[config.mk]
export PLATFORM = sky130hd
export DESIGN_NAME = seven_seg_scan_driver
export DESIGN_NICKNAME = d
export VERILOG_FILES = /design/src/rtl/seven_seg_pkg.sv /design/src/rtl/hex_to_seg.sv /design/src/rtl/seven_seg_scan_driver.sv
export SDC_FILE = /design/constraint.sdc
export NUM_CORES = 1
export LEC_CHECK = 0
export ABC_AREA = 1
export CAP_MARGIN = 20
export CORE_MARGIN = 5
export CORE_UTILIZATION = 55
export DETAILED_ROUTE_END_ITERATION = 7
export PLACE_DENSITY_LB_ADDON = 0.05
export SYNTH_ARGS = -nofsm -noshare
export SYNTH_HDL_FRONTEND = slang
export SYNTH_SLANG_ARGS = --single-unit
[constraint.sdc]
create_clock -name clk -period 1.9 [get_ports clk]
set_input_delay 0.19 -clock clk [delete_from_list [all_inputs] [get_ports clk]]
set_output_delay 0.19 -clock clk [all_outputs]
set_load 0.03 [all_outputs]
[src/rtl/seven_seg_pkg.sv]
// rtl/seven_seg_pkg.sv - shared scan states, hex font and segment constants
package seven_seg_pkg;

  // Slot phase: BLANK keeps every anode dark to hide segment switching ghosts
  typedef enum logic {
    ST_BLANK = 1'b0,
    ST_DRIVE = 1'b1
  } scan_state_t;

  // Segments dark, active-high form {g,f,e,d,c,b,a}
  localparam logic [6:0] SEG_OFF = 7'b0000000;

  // Active-high hex font, entry n is the glyph for nibble n
  localparam logic [15:0][6:0] HEX_FONT = {
    7'h71,  // F
    7'h79,  // E
    7'h5E,  // d
    7'h39,  // C
    7'h7C,  // b
    7'h77,  // A
    7'h6F,  // 9
    7'h7F,  // 8
    7'h07,  // 7
    7'h7D,  // 6
    7'h6D,  // 5
    7'h66,  // 4
    7'h4F,  // 3
    7'h5B,  // 2
    7'h06,  // 1
    7'h3F   // 0
  };

endpackage

[src/rtl/hex_to_seg.sv]
// rtl/hex_to_seg.sv - nibble to active-high seven-segment pattern
module hex_to_seg
  import seven_seg_pkg::*;
(
  input  logic [3:0] nibble,
  output logic [6:0] seg_hi
);

  // Pure table lookup; polarity is applied by the caller
  always_comb begin
    seg_hi = HEX_FONT[nibble];
  end

endmodule

[src/rtl/seven_seg_scan_driver.sv]
// rtl/seven_seg_scan_driver.sv - double-buffered multiplexed seven-segment scan driver
module seven_seg_scan_driver
  import seven_seg_pkg::*;
#(
  parameter int NUM_DIGITS   = 4,
  parameter int REFRESH_DIV  = 100000,
  parameter int BLANK_CYCLES = 1000,
  parameter bit ACTIVE_LOW   = 1'b1
) (
  input  logic                    clk,
  input  logic                    reset,
  input  logic [4*NUM_DIGITS-1:0] value,
  input  logic [NUM_DIGITS-1:0]   dp,
  input  logic                    lz_blank,
  input  logic                    load,
  output logic [6:0]              seg,
  output logic                    dp_out,
  output logic [NUM_DIGITS-1:0]   an,
  output logic                    pending,
  output logic                    frame_done
);

  localparam int TW = (REFRESH_DIV > 1) ? $clog2(REFRESH_DIV) : 1;
  localparam int IW = (NUM_DIGITS > 1) ? $clog2(NUM_DIGITS) : 1;
  localparam int VW = 4 * NUM_DIGITS;
  localparam logic [TW-1:0] TICK_LAST = TW'(REFRESH_DIV - 1);
  localparam logic [TW-1:0] BLANK_END = TW'(BLANK_CYCLES);
  localparam logic [IW-1:0] IDX_LAST  = IW'(NUM_DIGITS - 1);
  localparam bit            HAS_BLANK = (BLANK_CYCLES > 0);

  logic [TW-1:0]         tick, tick_nxt;
  logic [IW-1:0]         idx, idx_nxt;
  scan_state_t           state, state_nxt;
  logic                  slot_end, frame_end;

  logic [VW-1:0]         hold_val, shd_val;
  logic [NUM_DIGITS-1:0] hold_dp, shd_dp;
  logic                  hold_lz, shd_lz;

  logic [3:0]            cur_nib;
  logic                  cur_dp;
  logic [6:0]            seg_hi;
  logic [NUM_DIGITS-1:0] digit_keep;
  logic                  lz_seen;
  logic [NUM_DIGITS-1:0] anode_sel;
  logic                  show;

  // Slot/frame position and the phase the next cycle will be in
  always_comb begin
    slot_end  = (tick == TICK_LAST);
    frame_end = slot_end && (idx == IDX_LAST);
    tick_nxt  = slot_end ? '0 : tick + TW'(1);
    idx_nxt   = idx;
    if (slot_end) begin
      idx_nxt = (idx == IDX_LAST) ? '0 : idx + IW'(1);
    end
    state_nxt = (HAS_BLANK && (tick_nxt < BLANK_END)) ? ST_BLANK : ST_DRIVE;
  end

  // Scan counters and BLANK/DRIVE state, kept aligned with tick
  always_ff @(posedge clk) begin
    if (reset) begin
      tick  <= '0;
      idx   <= '0;
      state <= ST_BLANK;
    end else begin
      tick  <= tick_nxt;
      idx   <= idx_nxt;
      state <= state_nxt;
    end
  end

  // Holding takes every load; shadow only swaps at the frame boundary
  always_ff @(posedge clk) begin
    if (reset) begin
      hold_val <= '0;
      hold_dp  <= '0;
      hold_lz  <= 1'b0;
      shd_val  <= '0;
      shd_dp   <= '0;
      shd_lz   <= 1'b0;
      pending  <= 1'b0;
    end else begin
      if (frame_end && pending) begin
        shd_val <= hold_val;
        shd_dp  <= hold_dp;
        shd_lz  <= hold_lz;
      end
      if (load) begin
        hold_val <= value;
        hold_dp  <= dp;
        hold_lz  <= lz_blank;
        pending  <= 1'b1;
      end else if (frame_end) begin
        pending  <= 1'b0;
      end
    end
  end

  // Digits above the highest nonzero digit go dark when suppression is on
  always_comb begin
    digit_keep = '1;
    lz_seen    = 1'b0;
    for (int i = NUM_DIGITS - 1; i >= 1; i--) begin
      if (shd_val[4*i +: 4] != 4'h0) begin
        lz_seen = 1'b1;
      end
      digit_keep[i] = lz_seen || !shd_lz;
    end
  end

  // Current digit selection and its one-hot anode
  always_comb begin
    cur_nib = shd_val[{idx, 2'b00} +: 4];
    cur_dp  = shd_dp[idx];
    for (int i = 0; i < NUM_DIGITS; i++) begin
      anode_sel[i] = (idx == IW'(i));
    end
    show = (state == ST_DRIVE) && digit_keep[idx];
  end

  hex_to_seg u_hex_to_seg (
    .nibble (cur_nib),
    .seg_hi (seg_hi)
  );

  // Pin registers with polarity applied; a dark digit also drops seg and dp
  always_ff @(posedge clk) begin
    if (reset) begin
      an         <= {NUM_DIGITS{ACTIVE_LOW}};
      seg        <= {7{ACTIVE_LOW}};
      dp_out     <= ACTIVE_LOW;
      frame_done <= 1'b0;
    end else begin
      an         <= (show ? anode_sel : '0) ^ {NUM_DIGITS{ACTIVE_LOW}};
      seg        <= (show ? seg_hi : SEG_OFF) ^ {7{ACTIVE_LOW}};
      dp_out     <= (show && cur_dp) ^ ACTIVE_LOW;
      frame_done <= frame_end;
    end
  end

endmodule

# Word-level counts from Yosys, hierarchy flattened
# Memory sizes are Yosys's and may differ from the RTL's.
# Cells that the tools add are included.
totals:
  ff_bits: 76
  latch_bits: 0
  mem_bits_rw: 0
  romBits: 112
  output_inout_bits: 14
  elab_cells: 56
  mem_count: 1
mem_list:
  columns: ["name", "words", "word_bits", "rd", "rd_ports_with_merged_regs", "wr", "line_no", "source"]
  rows:
  - ["(no name shown)", 16, 7, 1, 0, 0, "hex_to_seg.sv:11", "seg_hi = HEX_FONT[nibble];"]
classes:
  add_sub_neg: 2
  multipliers: 0
  div_mod_pow: 0
  magnitude_cmp: 3
  eq_ne: 4
  shift: 1
  mux: 15
  n_bitwise: 3
  reduce_logical: 13
ops:
  columns: ["operator", "n"]
  rows:
  - ["adder 17 x 1 -> 17 bit (second input constant)", 1]
  - ["== test 17 bit (second input constant)", 1]
  - ["< comparator 17 x 10 -> 1 bit (second input constant)", 1]
  - ["two-way mux 17 bit", 1]
  - ["variable part select 16 x 5 -> 4 bit", 1]
  - ["two-way mux 7 bit", 2]
  - ["nonzero test 4 bit", 3]
  - ["two-way mux 1 bit", 8]
  - ["NOT 7 bit", 1]
  - ["< comparator 4 x 5 -> 1 bit (second input constant)", 1]
  - ["binary-select mux 1 bit (select 2 bit)", 2]
  - ["== test 2 bit (second input constant)", 2]
  - ["logical AND 1 bit", 4]
  - ["two-way mux 4 bit", 1]
  - ["NOT 4 bit", 1]
  - ["logical OR 1 bit", 3]
  - ["< comparator 2 x 3 -> 1 bit (second input constant)", 1]
  - ["adder 2 x 1 -> 2 bit (second input constant)", 1]
  - ["== test 2 x 1 -> 1 bit (second input constant)", 1]
  - ["zero test 2 bit", 1]
  - ["two-way mux 2 bit", 1]
  - ["nonzero test 2 bit", 1]
  - ["zero test 1 bit", 1]
  - ["NOT 1 bit", 1]

# Depth between registers and ports, before layout
# Gate-level depths: netlist of run 1.
logic_depth:
  word_depth: 10
  mapped_depth: 12

# By module
# Synthesis of run 1 repeated with hierarchy kept, for this count alone.
unflattened:
  hier_cells: 458
  area_unflattened_um2: 3353.2
by_module_without_submodules:
  columns: ["module", "n_inst", "cells_each", "area_each_um2"]
  rows:
  - ["seven_seg_scan_driver", 1, 406, 3083.0]
  - ["hex_to_seg", 1, 52, 270.3]

# Least setup slack after synthesis of run 1
# No wires, ideal clock.
synth_path:
  path_kind: "register to register"
  startpoint: "reg idx[0]"
  endpoint: "reg seg[0]"
  setup_ns: 0.133
  t_arrival_ns: 1.520
  path_slack_ns: 0.248
  path_stages_with_launch: 11
  path_buffers: 1
  period_less_slack_ns: 1.652
  path_cell_list: "dfxtp_1 inv_2 buf_2 nand2_1 o211ai_1 nand2_1 inv_1 ha_1 o21ai_1 o21bai_1 nand3_1"
synth_between:
  elab_chain_len: 5
  word_cells_on_any_way: 8
synth_lines:
  columns: ["element", "line_no", "source"]
  rows:
  - ["from (decl)", "seven_seg_scan_driver.sv:32", "logic [IW-1:0] idx, idx_nxt;"]
  - ["from (signal assigned)", "seven_seg_scan_driver.sv:68", "idx <= idx_nxt;"]
  - ["variable part select 16 x 5 -> 4 bit or binary-select mux 1 bit (select 2 bit) (tied branches)", "seven_seg_scan_driver.sv:114, seven_seg_scan_driver.sv:119", null]
  - ["memory read (16 x 7 bit) or two-way mux 1 bit (tied branches)", null, null]
  - ["two-way mux 7 bit (not written as such) or logical AND 1 bit (tied branches)", "hex_to_seg.sv:11, seven_seg_scan_driver.sv:119", null]
  - ["two-way mux 7 bit (*)", "seven_seg_scan_driver.sv:136", "seg <= (show ? seg_hi : SEG_OFF) ^ {7{ACTIVE_LOW}};"]
  - ["NOT 7 bit (no line) (*)", null, null]
  - ["to (signal assigned)", "seven_seg_scan_driver.sv:131", "seg <= {7{ACTIVE_LOW}};"]
  - ["to (signal assigned)", "seven_seg_scan_driver.sv:136", null]
  - ["to (decl)", "seven_seg_scan_driver.sv:16", "output logic [6:0] seg,"]
# Every way passes the cells marked *; elsewhere a longest branch is shown, timed or not. The select of a mux whose other input is x is not followed.
# A chain may end at the register's enable or synchronous reset.

# Worst setup path in the final report of run 1
layout_path:
  startpoint: "reg pending"
  endpoint: "out pending"
layout_lines:
  columns: ["element", "line_no", "source"]
  rows:
  - ["from (decl)", "seven_seg_scan_driver.sv:19", "output logic pending,"]
  - ["from (signal assigned)", "seven_seg_scan_driver.sv:82", "pending <= 1'b0;"]
  - ["from (signal assigned)", "seven_seg_scan_driver.sv:93", "pending <= 1'b1;"]
  - ["from (signal assigned)", "seven_seg_scan_driver.sv:95", "pending <= 1'b0;"]
# No word-level cell between the ends.

==> results of run 1 <==
==> report_power, final <==
group	switching [mW]	total, mW	internal, mW
registers	0.0251	1.65	1.63
logic	0.0756	0.154	0.0783
clock network	0.614	1.27	0.651
==> worst min-delay path by stage <==
stage / slack (ns) / endpoint / startpoint / cells past startpoint
6_report: 0.42 / hold_dp[0] / dp[0] / 3
5_1_grt: 0.42 / hold_val[13] / value[13] / 3
4_1_cts: 0.41 / hold_dp[0] / dp[0] / 3
3_5_place_dp: 0.47 / shd_val[3] / shd_val[3] / 2
3_3_place_gp: 0.45 / shd_dp[1] / shd_dp[1] / 2
2_1_floorplan: 0.26 / pending / reset / 1
==> synth_stat cells, types with 2 or more instances <==
master / count
o211ai_1: 3
clkinv_2: 2
ha_1: 10
o21bai_1: 3
o21ai_0: 33
nand3_1: 22
nor2_1: 116
a21oi_1: 14
clkinv_1: 2
nand4_1: 6
o21ai_2: 2
buf_6: 4
inv_2: 7
nand2_1: 77
inv_1: 33
nand2_4: 2
a21oi_2: 8
nor2_4: 2
dfxtp_1: 76
clkbuf_1: 9
nand2_2: 5
buf_2: 3
o21ai_1: 25
nor2_2: 3
==> layout make-up <==
cell class              count  area share
multi-input cells         339      0.4027
flip-flops and latches     76      0.3683
repair buffers             51      0.1148
inverters                  44     0.04109
clock buffers              10     0.03323
well taps                  75     0.02266
clock inverters             6     0.01722
==> through the flow <==
stage                 util  std cells  setup WS [ns]
global placement    0.6525        584         0.1631
global route        0.6913        601      0.0003331
finish              0.6913        601         0.1431
floorplan                -        474         0.2477
CTS                 0.6873        600        0.04808
detailed placement  0.6525        584        0.07169
==> metal layers <==
metal,vias up,part of all wire,global-route usage
met2,60,0.47,0.3273
li1,1620,-,-
met1,1350,0.47,0.2424
met4,0,0.015,0.07578
met3,11,0.046,0.03871
met5,-,0,0
==> state kept, by name, summed over array words and instances (netlist names) <==
name / count
tick: 17
hold_val: 16
shd_val: 16
seg: 7
an: 4
hold_dp: 4
shd_dp: 4
idx: 2
dp_out: 1
frame_done: 1
hold_lz: 1
pending: 1
shd_lz: 1
state: 1
==> logic make-up after synthesis <==
logic type | after synthesis | share of synthesized area
adders and majority gates | 10 | 0.03644
DFF | 76 | 0.4431
xor gates and xnor gates | 1 | 0.002551
AOI/OAI and AO/OA | 91 | 0.1516
buffers and inverters | 60 | 0.07617
and+or+nand+nor | 236 | 0.2901
==> reports/results.tsv, run 1 <==
metric	value	unit
most frequent cells in the layout	nor2_1 (116), nand2_1 (77), dfxtp_1 (75)	
placed cell areas	3909	um2
grt ovf	0	
maximum VDD drop	0.5697	mV
Worst-path clk slew	0.08	ns
die outline width	89.01	um
Yosys warning count	0	
largest net degree at the start of global routing	43	
synthesis-stage register bit count	76	
Slowest-stage cell, CP	clkdlybuf4s50_1	
status	complete, no violations	
Via density	5.060	
mapped cell area	3433	um2
commonest non-fill, non-tap cell in the layout	nor2_1	
relative slew slack	0.5982	
R2R Setup Slk	0.19	ns
share of cells above drive strength 1	0.1236	
Final #Nets	555	
crit path cell chain	clkdlybuf4s50_1	
Max Fclk	0.5692	GHz
CP bufs+invs	1	
Min Clock Period, post-route	1.757	ns
Worst-Margin Slew	0.6021	ns
Clock Skew	0.008296	ns
port buffer count	37	
Hold Vio Cnt, Final	0	
WP depth	1	
Post-synth ARST share	0	
power per cell area	741.7	nW/um2
DR WL/cell	11.96	um
Total Routing Usage GR	0.1933	
DP HPWL	5.259	mm
fill count	534	
Netlist cell types	31	
Synth-to-Final Area Change	20.63	%
Reg-to-Reg Start	tick[1]	
# diodes	0	
area of the multi-input gates	1668	um2
CORE AREA	5991	um2
EDFF count, synth	0	
synthesized instance count	474	
synthesized area per cell	7.243	um2
Placer Congestion	0.8680	
starting density of the core	0.5731	
hold_ws	0.4240	ns
area leader, netlist	dfxtp_1	
clock sink count	76	
initial antenna violation count	0	
slowest cell delay on critical path	0.73	ns
Top delay family on crit path	buffers and inverters	
first-pass GRT wire length	12.10	mm
reg2reg end	shd_val[3]	
DRC Markers	0	
Crit path arrival time	1.57	ns
root buffer cell	clkbuf_8	
WP data required	1.71	ns
period utilization	0.9247	
clk_lat worst skew	0.34	ns
drt initial violations	144	
CP endpoint kind	output pin	
storage element area	1525	um2
synth top area cells	dfxtp_1 (44%), nor2_1 (13%), nand2_1 (8.4%), o21ai_0 (4.8%), ha_1 (3.6%)	
setup violators final	0	
setup repair bufs after CTS	0	
RSZ-0062 raised after global routing	false	
LEAKAGE	1.693	nW
Crit Path Max Fanout	4	
sequential share of the synthesized area	0.4431	
chip height	89.01	um
Setup crit end	pending	
Total Wirelength	7.186	mm
hold crit path type	input port to flop	
post-synth top area share	0.4431	
CTS tree	built	
syn nets	508	
Pins Over Slew Limit	0	
CP startpoint	pending	
hold_buf cts	0	
die area	7923	um2
Setup TNS	0	ns
Antenna Nets Post-Route	0	
Ports	38	
post-cts resize count	0	
CTS HTree Levels	3	
FF-to-FF path depth	10	
clk buf depth	2	
DR vias	3041	
Top FF cell, synth	dfxtp_1	
design area	4141	um2
Critical Setup Path Class	flop to output pin	
vias in the first global route	2690	
Design Power	3.072	mW
Max Cap Viol	0	
CTS buffer count	9	
Critical Path Start Type	flop	
drt first pass iters	4	
Cell Rows	28	
Note: power is estimated with default switching activity, not from simulation.
==> inputs of run 2 (changes only) <==
- CORE_ASPECT_RATIO: not set -> 1.5
==> reports/results.tsv, run 2 (synthesis results as in run 1) <==
metric	value	unit
most frequent cells in the layout	nor2_1 (115), nand2_1 (77), dfxtp_1 (76)	
clk_lat worst skew	0.34	ns
largest net degree at the start of global routing	45	
Setup TNS	0	ns
DRC Markers	0	
power per cell area	755.1	nW/um2
setup repair bufs after CTS	0	
Max Fclk	0.5757	GHz
die outline width	74.51	um
post-cts resize count	0	
R2R Setup Slk	0.16	ns
Total Wirelength	7.330	mm
commonest non-fill, non-tap cell in the layout	nor2_1	
Top Registers	tick x17, hold_val x16, shd_val x16	
chip height	106.8	um
Crit path arrival time	1.97	ns
setup violators final	0	
top register by number of flip-flops	tick	
status	complete, no violations	
Critical Path Start Type	flop	
Final #Nets	555	
max reg flops	17	
grt ovf	0	
CP endpoint kind	flop	
period utilization	0.9143	
maximum VDD drop	0.8244	mV
Max Cap Viol	0	
initial antenna violation count	0	
final worst setup slack	0.1629	ns
CTS buffer count	9	
hold_buf cts	0	
CP startpoint	idx[0]	
Total Routing Usage GR	0.1992	
first-pass GRT wire length	12.28	mm
Worst-path clk slew	0.07	ns
root buffer cell	clkbuf_8	
Setup crit end	seg[0]	
drt first pass iters	4	
Worst-Margin Slew	0.6074	ns
Clock Skew	0.008755	ns
FF-to-FF path depth	9	
Crit Path Max Fanout	11	
CTS HTree Levels	3	
Hold Vio Cnt, Final	0	
clk buf depth	2	
share of cells above drive strength 1	0.1198	
dpl ws	0.1758	ns
DR vias	3066	
Synth-to-Final Area Change	21.17	%
Critical Setup Path Class	flop to flop	
Placer Congestion	0.9600	
clock sink count	76	
WP data required	2.13	ns
Cell Rows	35	
relative slew slack	0.5946	
die area	7955	um2
placed cell areas	3940	um2
Pins Over Slew Limit	0	
Via density	5.110	
port buffer count	37	
CORE AREA	6131	um2
DR WL/cell	12.22	um
design area	4160	um2
# diodes	0	
Reg-to-Reg Start	idx[0]	
reg2reg end	seg[0]	
DP HPWL	5.593	mm
CTS tree	built	
hold crit path type	input port to flop	
Antenna Nets Post-Route	0	
starting density of the core	0.5600	
Min Clock Period, post-route	1.737	ns
vias in the first global route	2796	
LEAKAGE	1.716	nW
drt initial violations	147	
Ports	38	
## run 2: layer usage
layer | global-route usage | wire (um) | vias to the layer above
met5 | 0 | 0 | -
met4 | 0.1221 | 261 | 0
met3 | 0.03002 | 325 | 21
met2 | 0.3528 | 3840 | 85
met1 | 0.2130 | 2903 | 1341
li1 | - | - | 1619
## run 2: cell type report
class                      count  area (um2)
inverter                      44       167.7
clock inverter                 4       72.57
fill                         564        1971
tap                           74       92.59
clock buffer                  12       145.1
sequential                    76        1521
multi-input combinational    338        1653
timing repair buffer          52       508.0
## run 2: worst min path at each step
stage / startpoint / endpoint / slack, ns / depth (start not counted)
after detailed placement: shd_val[3] / shd_val[3] / 0.46 / 2
after global placement: shd_dp[1] / shd_dp[1] / 0.45 / 2
after floorplan: reset / pending / 0.26 / 1
after global routing: value[14] / hold_val[14] / 0.42 / 3
after CTS: dp[3] / hold_dp[3] / 0.41 / 3
final: dp[3] / hold_dp[3] / 0.42 / 3
## run 2: report_power, final
group          switching [mW]  internal (mW)
Sequential             0.0218           1.63
Combinational          0.0771         0.0818
Clock                   0.557          0.774
## run 2: critical path: stages (launching register included)
cell and delay [ns]:
dfxtp_1 0.41, inv_2 0.12, nand2_1 0.08, nand3_1 0.05, a21boi_2 0.16, buf_4 0.15, ha_1 0.22, o21ai_1 0.20
o21bai_1 0.14, nand3_1 0.09
## run 2: metrics by stage
stage                     hold slack [ns]  total power [mW]  utilization  cells
after global placement             0.4510             1.843       0.6427    584
final                              0.4231             3.141       0.6786    600
after global routing               0.4199             3.269       0.6786    600
after CTS                          0.4067             3.173       0.6782    600
after floorplan                    0.2591             1.766            -    474
after detailed placement           0.4620             1.847       0.6427    584
